### src/rtl/pipe_hazard_ctrl_pkg.sv
// Shared types and constants for the pipeline stall/flush sequencer.
// The stage-control vector is ordered {PC_WE, IF_ID_WE, ID_EX_WE, EX_MEM_WE, MEM_WB_WE, IF_ID_FLUSH, ID_EX_FLUSH, MEM_WB_FLUSH}.
package pipe_ctrl_pkg;

    localparam int DEF_MEM_TIMEOUT = 16;
    localparam int DEF_CNT_W       = 32;
    localparam int REG_ADDR_W      = 5;

    typedef enum logic [1:0] {
        ST_RUN      = 2'd0,
        ST_MEM_WAIT = 2'd1,
        ST_HALTED   = 2'd2
    } state_t;

    typedef logic [7:0] ctrl_t;

    localparam ctrl_t CTRL_NORMAL   = 8'b11111_000;
    localparam ctrl_t CTRL_FREEZE   = 8'b00001_001;
    localparam ctrl_t CTRL_BRANCH   = 8'b11111_110;
    localparam ctrl_t CTRL_LOAD_USE = 8'b00111_010;
    localparam ctrl_t CTRL_HALTED   = 8'b00000_000;
    localparam ctrl_t CTRL_RESET    = 8'b00000_111;

    // A taken branch squashes the ID instruction, so it wins over a load-use stall.
    function automatic ctrl_t run_pattern(input logic br_taken, input logic luh);
        if (br_taken) begin
            return CTRL_BRANCH;
        end else if (luh) begin
            return CTRL_LOAD_USE;
        end
        return CTRL_NORMAL;
    endfunction

endpackage

### src/rtl/pipe_hazard_ctrl_if.sv
// Pipeline-side signal bundle of the hazard controller.
// The slave modport is the controller; the master modport is the pipeline that feeds it.
interface pipe_hazard_ctrl_if
    import pipe_ctrl_pkg::*;
#(
    parameter int CNT_W = DEF_CNT_W
);
    logic [REG_ADDR_W-1:0] ID_RA1;
    logic [REG_ADDR_W-1:0] ID_RA2;
    logic                  ID_USE_RA1;
    logic                  ID_USE_RA2;
    logic [REG_ADDR_W-1:0] EX_WA;
    logic                  EX_MEM_READ;
    logic                  EX_BR_TAKEN;
    logic                  MEM_REQ;
    logic                  DMEM_READY;
    logic                  WB_HALT;

    logic PC_WE;
    logic IF_ID_WE;
    logic ID_EX_WE;
    logic EX_MEM_WE;
    logic MEM_WB_WE;
    logic IF_ID_FLUSH;
    logic ID_EX_FLUSH;
    logic MEM_WB_FLUSH;
    logic HALTED;
    logic MEM_ERR;
    logic [CNT_W-1:0] CYC_CNT;
    logic [CNT_W-1:0] STALL_CNT;
    logic [CNT_W-1:0] FLUSH_CNT;

    modport master (
        output ID_RA1, ID_RA2, ID_USE_RA1, ID_USE_RA2, EX_WA, EX_MEM_READ,
               EX_BR_TAKEN, MEM_REQ, DMEM_READY, WB_HALT,
        input  PC_WE, IF_ID_WE, ID_EX_WE, EX_MEM_WE, MEM_WB_WE,
               IF_ID_FLUSH, ID_EX_FLUSH, MEM_WB_FLUSH,
               HALTED, MEM_ERR, CYC_CNT, STALL_CNT, FLUSH_CNT
    );

    modport slave (
        input  ID_RA1, ID_RA2, ID_USE_RA1, ID_USE_RA2, EX_WA, EX_MEM_READ,
               EX_BR_TAKEN, MEM_REQ, DMEM_READY, WB_HALT,
        output PC_WE, IF_ID_WE, ID_EX_WE, EX_MEM_WE, MEM_WB_WE,
               IF_ID_FLUSH, ID_EX_FLUSH, MEM_WB_FLUSH,
               HALTED, MEM_ERR, CYC_CNT, STALL_CNT, FLUSH_CNT
    );

endinterface

### src/rtl/pipe_hazard_ctrl_load_use_detect.sv
// Combinational load-use hazard detect: the ID instruction reads the register a load in EX is about to write.
module load_use_detect
    import pipe_ctrl_pkg::*;
(
    input  logic                  i_ex_mem_read,
    input  logic [REG_ADDR_W-1:0] i_ex_wa,
    input  logic [REG_ADDR_W-1:0] i_id_ra1,
    input  logic [REG_ADDR_W-1:0] i_id_ra2,
    input  logic                  i_id_use_ra1,
    input  logic                  i_id_use_ra2,
    output logic                  o_luh
);
    logic w_hit_ra1;
    logic w_hit_ra2;

    assign w_hit_ra1 = i_id_use_ra1 && (i_id_ra1 == i_ex_wa);
    assign w_hit_ra2 = i_id_use_ra2 && (i_id_ra2 == i_ex_wa);

    // Register 0 is hard-wired, so a load targeting it never creates a dependency.
    assign o_luh = i_ex_mem_read && (i_ex_wa != '0) && (w_hit_ra1 || w_hit_ra2);

endmodule

### src/rtl/pipe_hazard_ctrl.sv
// Stall/flush sequencer for the 5-stage pipeline: HALT, data-memory wait/timeout,
// taken branch and load-use, plus saturating performance counters.
module pipe_hazard_ctrl
    import pipe_ctrl_pkg::*;
#(
    parameter int MEM_TIMEOUT = DEF_MEM_TIMEOUT,
    parameter int CNT_W       = DEF_CNT_W
) (
    input  logic              CLK,
    input  logic              RSTn,
    pipe_hazard_ctrl_if.slave bus,
    output state_t            o_dbg_state
);
    localparam int              WC_W    = $clog2(MEM_TIMEOUT + 1);
    localparam logic [WC_W-1:0] WC_LAST = WC_W'(MEM_TIMEOUT - 1);

    state_t           r_state;
    logic [WC_W-1:0]  r_wait_cnt;
    logic             r_halted;
    logic             r_mem_err;
    logic [CNT_W-1:0] r_cyc_cnt;
    logic [CNT_W-1:0] r_stall_cnt;
    logic [CNT_W-1:0] r_flush_cnt;

    logic            w_luh;
    ctrl_t           w_ctrl;
    state_t          w_next_state;
    logic [WC_W-1:0] w_wait_next;
    logic            w_err_set;
    logic            w_stall;
    logic            w_flush;

    load_use_detect u_load_use_detect (
        .i_ex_mem_read (bus.EX_MEM_READ),
        .i_ex_wa       (bus.EX_WA),
        .i_id_ra1      (bus.ID_RA1),
        .i_id_ra2      (bus.ID_RA2),
        .i_id_use_ra1  (bus.ID_USE_RA1),
        .i_id_use_ra2  (bus.ID_USE_RA2),
        .o_luh         (w_luh)
    );

    always_comb begin
        w_ctrl       = CTRL_NORMAL;
        w_next_state = r_state;
        w_wait_next  = r_wait_cnt;
        w_err_set    = 1'b0;
        w_stall      = 1'b0;
        w_flush      = 1'b0;

        case (r_state)
            ST_RUN: begin
                if (bus.WB_HALT) begin
                    w_ctrl       = CTRL_NORMAL;
                    w_next_state = ST_HALTED;
                end else if (bus.MEM_REQ && !bus.DMEM_READY) begin
                    w_ctrl       = CTRL_FREEZE;
                    w_wait_next  = '0;
                    w_next_state = ST_MEM_WAIT;
                    w_stall      = 1'b1;
                end else begin
                    w_ctrl  = run_pattern(bus.EX_BR_TAKEN, w_luh);
                    w_flush = bus.EX_BR_TAKEN;
                    w_stall = !bus.EX_BR_TAKEN && w_luh;
                end
            end

            ST_MEM_WAIT: begin
                if (bus.WB_HALT) begin
                    w_ctrl       = CTRL_HALTED;
                    w_next_state = ST_HALTED;
                end else if (bus.DMEM_READY) begin
                    // The access completes this cycle, so branch/load-use resolve immediately.
                    w_ctrl       = run_pattern(bus.EX_BR_TAKEN, w_luh);
                    w_flush      = bus.EX_BR_TAKEN;
                    w_stall      = !bus.EX_BR_TAKEN && w_luh;
                    w_next_state = ST_RUN;
                end else if (r_wait_cnt == WC_LAST) begin
                    w_ctrl       = CTRL_FREEZE;
                    w_err_set    = 1'b1;
                    w_stall      = 1'b1;
                    w_next_state = ST_HALTED;
                end else begin
                    w_ctrl      = CTRL_FREEZE;
                    w_stall     = 1'b1;
                    w_wait_next = r_wait_cnt + WC_W'(1);
                end
            end

            ST_HALTED: begin
                w_ctrl = CTRL_HALTED;
            end

            default: begin
                w_ctrl       = CTRL_HALTED;
                w_next_state = ST_RUN;
            end
        endcase

        // Reset holds every stage register and forces bubbles into the flushable ones.
        if (!RSTn) begin
            w_ctrl = CTRL_RESET;
        end
    end

    always_ff @(posedge CLK or negedge RSTn) begin
        if (!RSTn) begin
            r_state     <= ST_RUN;
            r_wait_cnt  <= '0;
            r_halted    <= 1'b0;
            r_mem_err   <= 1'b0;
            r_cyc_cnt   <= '0;
            r_stall_cnt <= '0;
            r_flush_cnt <= '0;
        end else begin
            r_state    <= w_next_state;
            r_wait_cnt <= w_wait_next;
            r_halted   <= (w_next_state == ST_HALTED);
            if (w_err_set) begin
                r_mem_err <= 1'b1;
            end
            if ((r_state != ST_HALTED) && (r_cyc_cnt != '1)) begin
                r_cyc_cnt <= r_cyc_cnt + CNT_W'(1);
            end
            if (w_stall && (r_stall_cnt != '1)) begin
                r_stall_cnt <= r_stall_cnt + CNT_W'(1);
            end
            if (w_flush && (r_flush_cnt != '1)) begin
                r_flush_cnt <= r_flush_cnt + CNT_W'(1);
            end
        end
    end

    assign {bus.PC_WE, bus.IF_ID_WE, bus.ID_EX_WE, bus.EX_MEM_WE, bus.MEM_WB_WE,
            bus.IF_ID_FLUSH, bus.ID_EX_FLUSH, bus.MEM_WB_FLUSH} = w_ctrl;

    assign bus.HALTED    = r_halted;
    assign bus.MEM_ERR   = r_mem_err;
    assign bus.CYC_CNT   = r_cyc_cnt;
    assign bus.STALL_CNT = r_stall_cnt;
    assign bus.FLUSH_CNT = r_flush_cnt;
    assign o_dbg_state   = r_state;

endmodule

### src/flat_wrapper.sv
// flat-port wrapper written by rule: the top's interface ports become plain ports
module pipe_hazard_ctrl_flat import pipe_ctrl_pkg::*;
#(
    parameter int MEM_TIMEOUT = DEF_MEM_TIMEOUT,
    parameter int CNT_W       = DEF_CNT_W
)
  (CLK, RSTn, o_dbg_state, bus_ID_RA1, bus_ID_RA2, bus_ID_USE_RA1, bus_ID_USE_RA2, bus_EX_WA, bus_EX_MEM_READ, bus_EX_BR_TAKEN, bus_MEM_REQ, bus_DMEM_READY, bus_WB_HALT, bus_PC_WE, bus_IF_ID_WE, bus_ID_EX_WE, bus_EX_MEM_WE, bus_MEM_WB_WE, bus_IF_ID_FLUSH, bus_ID_EX_FLUSH, bus_MEM_WB_FLUSH, bus_HALTED, bus_MEM_ERR, bus_CYC_CNT, bus_STALL_CNT, bus_FLUSH_CNT);
  pipe_hazard_ctrl_if #(.CNT_W(CNT_W)) bus_i ();
  input  logic CLK;
  input  logic RSTn;
  output state_t o_dbg_state;
  input wire logic [$bits(bus_i.ID_RA1)-1:0] bus_ID_RA1;
  input wire logic [$bits(bus_i.ID_RA2)-1:0] bus_ID_RA2;
  input wire logic [$bits(bus_i.ID_USE_RA1)-1:0] bus_ID_USE_RA1;
  input wire logic [$bits(bus_i.ID_USE_RA2)-1:0] bus_ID_USE_RA2;
  input wire logic [$bits(bus_i.EX_WA)-1:0] bus_EX_WA;
  input wire logic [$bits(bus_i.EX_MEM_READ)-1:0] bus_EX_MEM_READ;
  input wire logic [$bits(bus_i.EX_BR_TAKEN)-1:0] bus_EX_BR_TAKEN;
  input wire logic [$bits(bus_i.MEM_REQ)-1:0] bus_MEM_REQ;
  input wire logic [$bits(bus_i.DMEM_READY)-1:0] bus_DMEM_READY;
  input wire logic [$bits(bus_i.WB_HALT)-1:0] bus_WB_HALT;
  output wire logic [$bits(bus_i.PC_WE)-1:0] bus_PC_WE;
  output wire logic [$bits(bus_i.IF_ID_WE)-1:0] bus_IF_ID_WE;
  output wire logic [$bits(bus_i.ID_EX_WE)-1:0] bus_ID_EX_WE;
  output wire logic [$bits(bus_i.EX_MEM_WE)-1:0] bus_EX_MEM_WE;
  output wire logic [$bits(bus_i.MEM_WB_WE)-1:0] bus_MEM_WB_WE;
  output wire logic [$bits(bus_i.IF_ID_FLUSH)-1:0] bus_IF_ID_FLUSH;
  output wire logic [$bits(bus_i.ID_EX_FLUSH)-1:0] bus_ID_EX_FLUSH;
  output wire logic [$bits(bus_i.MEM_WB_FLUSH)-1:0] bus_MEM_WB_FLUSH;
  output wire logic [$bits(bus_i.HALTED)-1:0] bus_HALTED;
  output wire logic [$bits(bus_i.MEM_ERR)-1:0] bus_MEM_ERR;
  output wire logic [$bits(bus_i.CYC_CNT)-1:0] bus_CYC_CNT;
  output wire logic [$bits(bus_i.STALL_CNT)-1:0] bus_STALL_CNT;
  output wire logic [$bits(bus_i.FLUSH_CNT)-1:0] bus_FLUSH_CNT;
  assign bus_i.ID_RA1 = bus_ID_RA1;
  assign bus_i.ID_RA2 = bus_ID_RA2;
  assign bus_i.ID_USE_RA1 = bus_ID_USE_RA1;
  assign bus_i.ID_USE_RA2 = bus_ID_USE_RA2;
  assign bus_i.EX_WA = bus_EX_WA;
  assign bus_i.EX_MEM_READ = bus_EX_MEM_READ;
  assign bus_i.EX_BR_TAKEN = bus_EX_BR_TAKEN;
  assign bus_i.MEM_REQ = bus_MEM_REQ;
  assign bus_i.DMEM_READY = bus_DMEM_READY;
  assign bus_i.WB_HALT = bus_WB_HALT;
  assign bus_PC_WE = bus_i.PC_WE;
  assign bus_IF_ID_WE = bus_i.IF_ID_WE;
  assign bus_ID_EX_WE = bus_i.ID_EX_WE;
  assign bus_EX_MEM_WE = bus_i.EX_MEM_WE;
  assign bus_MEM_WB_WE = bus_i.MEM_WB_WE;
  assign bus_IF_ID_FLUSH = bus_i.IF_ID_FLUSH;
  assign bus_ID_EX_FLUSH = bus_i.ID_EX_FLUSH;
  assign bus_MEM_WB_FLUSH = bus_i.MEM_WB_FLUSH;
  assign bus_HALTED = bus_i.HALTED;
  assign bus_MEM_ERR = bus_i.MEM_ERR;
  assign bus_CYC_CNT = bus_i.CYC_CNT;
  assign bus_STALL_CNT = bus_i.STALL_CNT;
  assign bus_FLUSH_CNT = bus_i.FLUSH_CNT;
  pipe_hazard_ctrl #(.MEM_TIMEOUT(MEM_TIMEOUT), .CNT_W(CNT_W)) u_core (.CLK(CLK), .RSTn(RSTn), .bus(bus_i), .o_dbg_state(o_dbg_state));
endmodule
### config.mk
export PLATFORM = sky130hd
export DESIGN_NAME = pipe_hazard_ctrl_flat
export DESIGN_NICKNAME = d
export VERILOG_FILES = /design/src/rtl/pipe_hazard_ctrl_pkg.sv /design/src/rtl/pipe_hazard_ctrl_if.sv /design/src/rtl/pipe_hazard_ctrl_load_use_detect.sv /design/src/rtl/pipe_hazard_ctrl.sv /design/src/flat_wrapper.sv
export SDC_FILE = /design/constraint.sdc
export NUM_CORES = 1
export LEC_CHECK = 0
export ABC_AREA = 1
export CORE_MARGIN = 10
export CORE_UTILIZATION = 50
export DETAILED_ROUTE_END_ITERATION = 8
export GPL_TIMING_DRIVEN = 0
export PLACE_DENSITY_LB_ADDON = 0.2
export RECOVER_POWER = 50
export SYNTH_ARGS = -nofsm -noshare
export SYNTH_HDL_FRONTEND = slang
export SYNTH_HIERARCHICAL = 1
export SYNTH_SLANG_ARGS = --single-unit
### constraint.sdc
create_clock -name CLK -period 1.75 [get_ports CLK]
set_input_delay 0.35 -clock CLK [delete_from_list [all_inputs] [get_ports CLK]]
set_output_delay 0.35 -clock CLK [all_outputs]
set_load 0.01 [all_outputs]
==> results of run 1 <==
[cell usage after synthesis]
cell      number
a211oi_1       1
a21o_1         1
a21oi_1        5
a21oi_2        1
a22oi_1        2
and2_1         1
buf_2          7
buf_4          5
buf_6          8
dfrtp_1      105
ha_1           5
inv_1         99
inv_2          3
nand2_1      558
nand2_2        8
nand2_4        3
nand3_1       67
nand3_2        1
nand3b_1      21
nand3b_4       1
nand4_1       13
nor2_1       168
nor2_2        14
nor2_4         2
nor2_8         1
nor3_1         3
o21ai_0       19
o21bai_1       1
or2_1          1
xnor2_1       14
xor2_1        20
[per-stage QoR]
step	setup WS, ps	cells	power, mW	instance area [um^2]
2_1_floorplan	33.8	1158	2.65	7270
3_3_place_gp	-4850	1473	2.84	8820
3_5_place_dp	-1290	1474	2.86	8840
4_1_cts	-284	1520	5.06	9780
5_1_grt	-281	1539	5.25	10200
6_report	-222	1540	5.07	10200
[repair_timing]
action,in CTS,in global routing
setup buffers,29,22
pin swaps,62,46
endpoints found under the setup margin,129,145
cloned,3,1
resized for setup,241,132
hold endpoints to repair,49,49
[power groups by stage]
stage | Clock, mW | Sequential, mW | Combinational (mW)
detailed placement | 0 | 2.54 | 0.315
global placement | 0 | 2.54 | 0.299
floorplan | 0 | 2.55 | 0.108
global route | 2.28 | 2.50 | 0.479
CTS | 2.17 | 2.49 | 0.396
finish | 2.14 | 2.50 | 0.427
[cells by family (layout without fill, tap and decap cells)]
kind of cell             Yosys count  count (layout)
AO/OA/AOI/OAI                     30              30
XOR/XNOR                          34              34
adder cells (fa/ha/maj)            5               5
buffers and inverters            122             319
flip-flops                       105             105
other                              0               1
AND/OR/NAND/NOR                  862             862
[worst paths after layout]
| kind | to | cells past startpoint | start | slack (ps) |
|---|---|---|---|---|
| max in group asynchronous | u_core/bus.FLUSH_CNT[29]$_DFFE_PN0P_ | 2 | RSTn | 810 |
| hold / removal | u_core/bus.FLUSH_CNT[26]$_DFFE_PN0P_ | 1 | RSTn | -150 |
| min in group CLK | u_core/bus.MEM_ERR$_DFFE_PN0P_ | 1 | u_core/bus.MEM_ERR$_DFFE_PN0P_ | 550 |
| setup reg to reg | u_core/bus.STALL_CNT[2]$_DFFE_PN0P_ | 11 | u_core/bus.STALL_CNT[0]$_DFFE_PN0P_ | -100 |
| hold reg to reg | u_core/bus.MEM_ERR$_DFFE_PN0P_ | 1 | u_core/bus.MEM_ERR$_DFFE_PN0P_ | 550 |
| setup / recovery | bus_PC_WE | 7 | u_core/o_dbg_state[1]$_DFF_PN0_ | -220 |
[cell type report]
class	count	share of cell area (%)
multi-input cells	931	44.6
flip-flops and latches	105	26.6
repair buffers	181	17.5
inverters	102	3.89
clock buffers	12	2.52
well taps	184	2.26
plain buffers	20	2.13
clock inverters	4	0.504
diodes	1	0.0246
[per-layer routing]
| metal | track usage, % | wire [um] | part of all wire (%) |
|---|---|---|---|
| met1 | 27.9 | 9660 | 41 |
| met2 | 37.1 | 11500 | 49 |
| met3 | 4.87 | 1810 | 7.7 |
| met4 | 7.72 | 455 | 1.9 |
| met5 | 0 | 0 | 0 |
[flip-flops by register name, summed over array words and instances (netlist names)]
signal	cells
u_core/bus.CYC_CNT	32
u_core/bus.FLUSH_CNT	32
u_core/o_dbg_state	2
u_core/bus.MEM_ERR	1
u_core/r_wait_cnt	5
u_core/bus.HALTED	1
u_core/bus.STALL_CNT	32
==> flow_metrics.env, run 1 <==
export IMPL_outcome="finished with violations"
export IMPL_synth_area_um2=7270
export IMPL_cts_root_buf="clkbuf_16"
export IMPL_placementRows=44
export IMPL_dieArea_um2=19800
export IMPL_clk_latency_ps=360
export IMPL_synth_compound_area_share_pct=2.29
export IMPL_drv_slew=0
export IMPL_fp_coreArea_um2=14400
export IMPL_cts_made_buffers=9
export IMPL_p_sw_mw=1.21
export IMPL_fillers=1213
export IMPL_dr_pass1_iters=5
export IMPL_vias=8020
export IMPL_internal_power_mw=3.85
export IMPL_seqCellArea_um2=2710
export IMPL_antenna_found_initial=1
export IMPL_tightest_slew_ps=784
export IMPL_peakVddDrop_mv=0.420
export IMPL_htree_levels=3
export IMPL_finalSetupViolCount=44
export IMPL_io_pins=132
export IMPL_hold_path_class="input port to asynchronous set/reset pin"
export IMPL_final_setup_tns_ps=-3190
export IMPL_clockBufferDepth=2
export IMPL_crit_arrival_ps=1620
export IMPL_total_leakage_power_nw=4.63
export IMPL_critPathMaxFanout=6
export IMPL_synth_xor_area_share_pct=4.10
export IMPL_pwr_share_clk_pct=42.3
export IMPL_sequentialPowerShare_pct=49.2
export IMPL_die_y_um=141
export IMPL_wl_um=23400
export IMPL_postRouteAntennaNets=0
export IMPL_cts_tree="done"
export IMPL_cap_violations=0
export IMPL_syn_inst=1158
export IMPL_drt_iter0_drc=731
export IMPL_muxShareOfSynthArea_pct=0
export IMPL_synth_top_family_by_area="simple AND/OR/NAND/NOR gates"
export IMPL_syn_nets=1187
export IMPL_netlist_area_leader_share_pct=36.1
export IMPL_synth_area_leaders="dfrtp_1 (36%), nand2_1 (29%), nor2_1 (8.7%)"
export IMPL_period_needed_ps=1970
export IMPL_cp_slowest_cell="dfrtp_1"
export IMPL_layout_setup_ws_ps=-222
export IMPL_grt_pass1_wl_um=36600
export IMPL_violations="negative hold slack, negative setup slack"
export IMPL_layout_common_cells="nand2_1 (504), nor2_1 (147), clkdlybuf4s50_1 (90)"
export IMPL_cp_required_ps=1400
export IMPL_slowest_delay_ps=390
export IMPL_crit_path_start_kind="register"
export IMPL_grtUsageTotal_pct=22.3
export IMPL_vias_per_cell=5.21
export IMPL_rsz0062_at_grt="true"
export IMPL_post_dp_hpwl_um=16300
export IMPL_grt_pass1_vias=7332
export IMPL_layout_drive_gt1_share_pct=23.1
export IMPL_wl_per_cell_um=15.2
export IMPL_path_common_cell="buf_6"
export IMPL_fin_nets=1379
export IMPL_grt_overflow=0
export IMPL_die_x_um=141
export IMPL_crit_family="flip-flops"
export IMPL_fin_skew_ps=8.58
export IMPL_synth_warnings=6
export IMPL_yosys_area_share_simple_pct=49.1
export IMPL_worstSetupEndpointType="output port"
export IMPL_io_buffers=131
export IMPL_final_common_cell="nand2_1"
export IMPL_p_per_area_nw_per_um2=498
export IMPL_path_buf_inv=3
export IMPL_area_growth_pct=39.9
export IMPL_whs_ps=-154
export IMPL_gp_congestion=0.927
export IMPL_synth_area_leader_cell="dfrtp_1"
export IMPL_power_share_switching_pct=24.0
export IMPL_cts_sinks=105
export IMPL_synth_seq_cells=105
export IMPL_combPwrFrac_pct=8.4
export IMPL_multi_input_area_um2=4530
export IMPL_fmax_mhz=507
export IMPL_ys_types=31
export IMPL_cp_cell_sequence="buf_6 -> nor2_4 -> nand3_2 -> a21o_1 -> a21oi_4 -> buf_6 -> buf_6"
export IMPL_syn_area_per_cell_um2=6.28
export IMPL_slew_headroom_pct=47.7
export IMPL_fin_crit_sh_pct=113
export IMPL_synthAdderAreaFrac_pct=0.860
export IMPL_hold_violations=49
export IMPL_initial_core_util_pct=50.6
export IMPL_grt_max_degree=53
export IMPL_clk_pin_slew_worst_paths_ps=70
export IMPL_fin_util_pct=70.8
export IMPL_path_class="register to output port"
export IMPL_ys_seq_area_share_pct=36.1
export IMPL_drc=0
Power figures use the tool's default switching activity.
==> run 2: changes to the inputs <==
Settings changed: SLEW_MARGIN set to 20.
==> flow_metrics.env, run 2 (same netlist as run 1, synthesis figures left out) <==
export IMPL_outcome="finished with violations"
export IMPL_violations="negative hold slack, negative setup slack"
export IMPL_die_x_um=141
export IMPL_r2r_slack_ps=-160
export IMPL_vias_per_cell=5.28
export IMPL_dieArea_um2=19800
export IMPL_cp_required_ps=1400
export IMPL_worstReg2RegEnd="u_core/bus.STALL_CNT[8]$_DFFE_PN0P_"
export IMPL_io_buffers=131
export IMPL_post_dp_hpwl_um=16300
export IMPL_htree_levels=3
export IMPL_wl_per_cell_um=15.6
export IMPL_total_power_mw=5.18
export IMPL_crit_arrival_ps=1740
export IMPL_clk_pin_slew_worst_paths_ps=80
export IMPL_grt_max_degree=53
export IMPL_critPathMaxFanout=4
export IMPL_total_leakage_power_nw=4.66
export IMPL_worstSetupEndpointType="output port"
export IMPL_layout_common_cells="nand2_1 (523), nor2_1 (136), inv_1 (89)"
export IMPL_initial_core_util_pct=50.6
export IMPL_area_growth_pct=43.4
export IMPL_cts_sinks=105
export IMPL_die_y_um=141
export IMPL_vias=8230
export IMPL_whs_ps=-148
export IMPL_cap_violations=0
export IMPL_crit_path_start_kind="input port"
export IMPL_period_needed_ps=2090
export IMPL_tightest_slew_ps=812
export IMPL_grt_pass1_vias=7475
export IMPL_io_pins=132
export IMPL_grt_overflow=0
export IMPL_path_class="input port to output port"
export IMPL_fin_nets=1400
export IMPL_antenna_found_initial=1
export IMPL_layout_drive_gt1_share_pct=23.9
export IMPL_fp_coreArea_um2=14400
export IMPL_fin_skew_ps=11.4
export IMPL_drv_slew=0
export IMPL_dpl_cell_area_um2=8840
export IMPL_hold_path_class="input port to asynchronous set/reset pin"
export IMPL_cts_root_buf="clkbuf_16"
export IMPL_postRouteAntennaNets=0
export IMPL_hold_violations=49
export IMPL_r2r_start="u_core/o_dbg_state[0]$_DFF_PN0_"
export IMPL_placementRows=44
export IMPL_clockBufferDepth=2
export IMPL_p_per_area_nw_per_um2=497
export IMPL_ff2ff_path_depth=13
export IMPL_grtUsageTotal_pct=22.6
export IMPL_wl_um=24400
export IMPL_fmax_mhz=478
export IMPL_timing_critical_path_from="bus_EX_WA[3]"
export IMPL_drt_iter0_drc=740
export IMPL_dr_pass1_iters=5
export IMPL_cts_tree="done"
export IMPL_grt_pass1_wl_um=37300
export IMPL_gp_congestion=0.927
export IMPL_cts_made_buffers=9
export IMPL_drc=0
export IMPL_fin_crit_sh_pct=120
export IMPL_clk_latency_ps=360
export IMPL_slew_headroom_pct=45.9
export IMPL_final_cell_area_um2=10400
export IMPL_finalSetupViolCount=37
export IMPL_layout_setup_ws_ps=-341
export IMPL_peakVddDrop_mv=0.375
export IMPL_rsz0062_at_grt="true"
export IMPL_final_common_cell="nand2_1"
[run 2: layer usage]
layer  GRT usage, %  wire length [um]  share of wire (%)
met4           7.77               628                2.6
met3           4.50              1850                7.6
met1           28.4              9800                 40
met2           38.0             12100                 50
met5              0                 0                  0
[run 2: how the worst max path moves through the flow]
stage / endpoint / slack [ps]
2_1_floorplan: u_core/bus.FLUSH_CNT[11]$_DFFE_PN0P_ / 30
3_3_place_gp: bus_ID_EX_FLUSH / -4850
3_5_place_dp: bus_ID_EX_FLUSH / -1300
4_1_cts: bus_PC_WE / -280
5_1_grt: bus_PC_WE / -410
6_report: bus_PC_WE / -340
[run 2: critical path, stage by stage]
cell and delay (ps):
buf_8 80, inv_4 30, nand2_2 50, nand2_1 80, nor2_2 140, nand3_2 100
a21oi_4 240, nand3_2 170, buf_6 160, nand3_4 60, a21oi_4 50, buf_6 110
buf_6 110
[run 2: cell type report]
cell class / count / area, um^2
sequential: 105 / 2710
fill: 1124 / 3940
timing repair buffer: 202 / 2000
tap: 184 / 230
antenna: 1 / 2.50
buffer: 20 / 219
clock inverter: 4 / 77.6
multi-input combinational: 931 / 4550
inverter: 102 / 400
clock buffer: 11 / 243
[run 2: repair_timing]
action | 4_1_cts | 5_1_grt
setup endpoints to repair | 128 | 146
setup buffers | 38 | 35
gates resized for setup | 225 | 158
hold endpoints to repair | 49 | 49
pin swaps | 48 | 61
cloned | 4 | 2
[run 2: metrics by stage]
stage	setup WS [ps]	setup TNS (ps)	utilization [%]	std cells
3_3_place_gp	-4850	-489380	61.4	1473
6_report	-341	-5200	72.6	1560
2_1_floorplan	33.8	0	-	1158
3_5_place_dp	-1300	-43830	61.6	1474
4_1_cts	-278	-1830	68.4	1529
5_1_grt	-408	-13080	72.6	1560
[run 2: power breakdown]
group	leakage, nW	switching [mW]	internal, mW	total (mW)
Clock	0.156	0.956	1.29	2.25
Combinational	3.18	0.230	0.206	0.436
Sequential	1.32	0.0381	2.46	2.50
==> run 3: changes to the inputs <==
Settings changed: REMOVE_ABC_BUFFERS set to 1.
==> flow_metrics.env, run 3 (same netlist as run 1, synthesis figures left out) <==
export IMPL_outcome="finished with violations"
export IMPL_violations="negative hold slack, negative setup slack"
export IMPL_die_x_um=141
export IMPL_cts_sinks=105
export IMPL_hold_violations=42
export IMPL_combPwrFrac_pct=7.5
export IMPL_whs_ps=-69.7
export IMPL_area_growth_pct=37.5
export IMPL_final_setup_tns_ps=-1020
export IMPL_fmax_mhz=510
export IMPL_rsz0062_at_grt="true"
export IMPL_dr_wl_met3_um=1690
export IMPL_peakVddDrop_mv=0.392
export IMPL_final_cells=1543
export IMPL_dpl_cell_area_um2=8690
export IMPL_clk_pin_slew_worst_paths_ps=70
export IMPL_cp_required_ps=1400
export IMPL_cts_tree="done"
export IMPL_io_pins=132
export IMPL_period_needed_ps=1960
export IMPL_vias_per_cell=5.19
export IMPL_dr_pass1_iters=6
export IMPL_p_per_area_nw_per_um2=480
export IMPL_total_leakage_power_nw=4.65
export IMPL_clockBufferDepth=2
export IMPL_crit_path_start_kind="register"
export IMPL_crit_arrival_ps=1610
export IMPL_path_class="register to output port"
export IMPL_vias=8001
export IMPL_finalSetupViolCount=8
export IMPL_fin_crit_sh_pct=112
export IMPL_wl_um=23400
export IMPL_cp_slowest_cell="dfrtp_2"
export IMPL_hold_path_class="input port to asynchronous set/reset pin"
export IMPL_post_dp_hpwl_um=15200
export IMPL_grt_pass1_vias=7613
export IMPL_drc=0
export IMPL_layout_setup_ws_ps=-210
export IMPL_fin_nets=1383
export IMPL_critPathMaxFanout=4
export IMPL_path_common_cell="buf_4"
export IMPL_slew_headroom_pct=69.0
export IMPL_dieArea_um2=19800
export IMPL_worstSetupEndpointType="output port"
export IMPL_grt_max_degree=65
export IMPL_slowest_delay_ps=440
export IMPL_grt_pass1_wl_um=37300
export IMPL_gp_congestion=0.909
export IMPL_fillers=1232
export IMPL_cts_made_buffers=9
export IMPL_top_layer_used="met4"
export IMPL_tightest_slew_ps=464
export IMPL_fp_coreArea_um2=14400
export IMPL_cp_cell_sequence="buf_6 -> nor2_4 -> buf_4 -> buf_4 -> o21ai_2 -> o21ai_1 -> buf_2"
export IMPL_cts_root_buf="clkbuf_16"
export IMPL_wl_met1_um=9830
export IMPL_placementRows=44
export IMPL_htree_levels=3
export IMPL_layout_drive_gt1_share_pct=20.5
export IMPL_layout_common_cells="nand2_1 (543), nor2_1 (144), inv_1 (92)"
export IMPL_antenna_found_initial=0
export IMPL_drv_slew=0
export IMPL_grtUsageTotal_pct=22.6
export IMPL_p_sw_mw=1.20
export IMPL_clk_latency_ps=350
export IMPL_final_cell_area_um2=10000
export IMPL_placed_cells=1454
export IMPL_internal_power_mw=3.60
export IMPL_die_y_um=141
export IMPL_fin_skew_ps=6.81
export IMPL_postRouteAntennaNets=0
export IMPL_drt_iter0_drc=798
export IMPL_wl_per_cell_um=15.2
export IMPL_sequentialPowerShare_pct=52.1
export IMPL_power_share_switching_pct=24.9
export IMPL_io_buffers=131
export IMPL_cap_violations=0
export IMPL_wl_met2_um=11500
export IMPL_initial_core_util_pct=50.6
export IMPL_pwr_share_clk_pct=40.4
export IMPL_final_common_cell="nand2_1"
export IMPL_antenna_cells=0
export IMPL_grt_overflow=0
[run 3: repair_timing]
action,CTS,global route
gates cloned,8,0
gates resized for setup,166,130
pin swaps,30,41
setup endpoints to repair,145,142
hold endpoints to repair,42,42
buffers inserted,40,25
[run 3: layout make-up]
| class | count | area [um^2] | area share [%] |
|---|---|---|---|
| well taps | 184 | 230 | 2.30 |
| clock buffers | 11 | 233 | 2.33 |
| repair buffers | 197 | 1820 | 18.2 |
| multi-input cells | 939 | 4560 | 45.6 |
| inverters | 102 | 390 | 3.91 |
| flip-flops and latches | 105 | 2720 | 27.2 |
| clock inverters | 5 | 40.0 | 0.401 |
[run 3: final timing paths]
kind / endpoint / slack, ps / startpoint / cells past startpoint
max in group asynchronous: u_core/bus.STALL_CNT[6]$_DFFE_PN0P_ / 1130 / RSTn / 2
min in group CLK: u_core/bus.MEM_ERR$_DFFE_PN0P_ / 510 / u_core/bus.MEM_ERR$_DFFE_PN0P_ / 1
max reg2reg: u_core/r_wait_cnt[4]$_DFFE_PN0P_ / -10 / u_core/r_wait_cnt[0]$_DFFE_PN0P_ / 9
min reg2reg: u_core/bus.MEM_ERR$_DFFE_PN0P_ / 510 / u_core/bus.MEM_ERR$_DFFE_PN0P_ / 1
min: u_core/o_dbg_state[1]$_DFF_PN0_ / -70 / RSTn / 1
max: bus_ID_EX_FLUSH / -210 / u_core/o_dbg_state[1]$_DFF_PN0_ / 7
[run 3: worst max-delay path: cells and delay by family (launching register included)]
kind / cells / cell delay (ps)
AOI/OAI and AO/OA: 2 / 190
buffers and inverters: 4 / 540
DFF: 1 / 440
and+or+nand+nor: 1 / 110
[run 3: through the flow]
stage	setup WS [ps]	utilization [%]	power [mW]	hold slack, ps
CTS	-216	66.3	4.81	-59.9
global route	-269	69.6	4.99	-39.4
global placement	-4550	60.2	2.84	485
finish	-210	69.6	4.80	-69.7
floorplan	-266	-	2.65	54.4
detailed placement	-1160	60.4	2.85	318
[run 3: power groups by stage]
stage                     registers (mW)  logic [mW]  clock network, mW
after floorplan                     2.55       0.108                  0
after global placement              2.55       0.298                  0
after detailed placement            2.54       0.311                  0
after CTS                           2.49       0.334               1.98
after global routing                2.51       0.408               2.08
final                               2.50       0.360               1.94
[run 3: metal layers]
layer | GRT usage, % | vias to the layer above
li1 | - | 3959
met1 | 27.8 | 3702
met2 | 38.3 | 300
met3 | 5.58 | 40
met4 | 6.47 | 0
met5 | 0 | -
==> edit, RTL diff (settings of run 1) <==
Set the package constant `DEF_CNT_W` to 64 (it was 32).
--- a/src/rtl/pipe_hazard_ctrl_pkg.sv
+++ b/src/rtl/pipe_hazard_ctrl_pkg.sv
@@ -4,5 +4,5 @@
 
     localparam int DEF_MEM_TIMEOUT = 16;
-    localparam int DEF_CNT_W       = 32;
+    localparam int DEF_CNT_W       = 64;
     localparam int REG_ADDR_W      = 5;
 
Ports: changed (resized bus_CYC_CNT, bus_FLUSH_CNT and bus_STALL_CNT); port bits go from 132 to 228. The function was not compared with the original's and may differ.
==> edit against run 1 <==
Largest cell class unchanged. Sequential cell count up 96. Power grew 120%. Register-to-register slack got worse by 0.35 ns. Routed wire length increased to 2.5 times the old value. Clock power is 140% higher. Final area up 98%. Combinational power grew to 2.8 times the old value. Clock skew is 0.018 ns higher. Area after synthesis is 100% higher. The flow finishes with violations (setup timing). Highest routed layer unchanged. Worst setup slack got worse by 0.26 ns.
==> edit: results <==
[detailed_routing]
drt_iter0_drc = 1854
route.met3.wl_microns = 4830
wire_per_inst_microns = 18.8
dr.pass1.iters = 8
vias = 17500

[sta]
worst_slack_ns = -0.477
finClkSkew_ns = 0.0269
tns_ns = -74.13
setup_viol = 387
holdWs_ns = 0.323
worst_pin_slew_ns = 0.858

[final_layout]
layout-drive-gt1-share_pct = 17.6
inv_count = 239
nets = 2801
nClkBuffers = 35
num_antenna_cells = 0
multi_input_area_share_pct = 45.6
utilization_pct = 69.7
stdcell_area_sq_um = 20100

[synthesis]
syn_avg_cell_area_sq_um = 6.07
ys_top_cells_by_area = "dfrtp_1 (34%), nand2_1 (27%), nor2_1 (12%)"
synth_common_cells = "nand2_1 (1038), nor2_1 (450), inv_1 (234)"
synth-seq-cells = 201
synth.net_count = 2449
ys_seq_area_share_pct = 34.3

[grt]
grt_pass1_wl_microns = 89300
antenna_found_initial = 0
use_met1_pct = 38.1
grt_use_total_pct = 30.5

[critical_path]
rrSetupSlack_ns = -0.45
r2r_cells = 16
arrival_ns = 1.88
max_stage_delay_ns = 0.44
cp_max_fo = 4
r2r_start = "u_core/o_dbg_state[0]"

[clock_tree]
cts_max_path_buffers = 3

[place]
place_ws_ns = -1.27
portBuffers = 227
gp_congestion = 0.999

[power]
clock_power_share_pct = 44.9
clk-power_mw = 5.08
ir_worst_vdd_mv = 0.741

[status]
violations = "setup timing"
run_status = "complete, but fails checks"
edit: cell count changes after synthesis, moves of 19 or more:
cell,run 1,this run
nand2_1,558,1038
nor2_1,168,450
inv_1,99,234
dfrtp_1,105,201
nand3_1,67,135
nand4_1,13,74
o21ai_1,0,35
o21ai_0,19,40
o21ai_2,0,19
edit: what timing repair did:
| action | in CTS | in global routing |
|---|---|---|
| pin swaps | 30 | 43 |
| hold endpoints to repair | 94 | 107 |
| resized for setup | 184 | 240 |
| setup endpoints to repair | 397 | 400 |
| gates cloned | 5 | 2 |
| buffers inserted | 32 | 58 |
edit: cells by family after synthesis:
| logic type | synth area share (%) |
|---|---|
| adders and majority gates | 0.426 |
| DFF | 34.3 |
| xor gates and xnor gates | 3.52 |
| AOI/OAI and AO/OA | 4.30 |
| buffers and inverters | 8.12 |
| and+or+nand+nor | 49.4 |
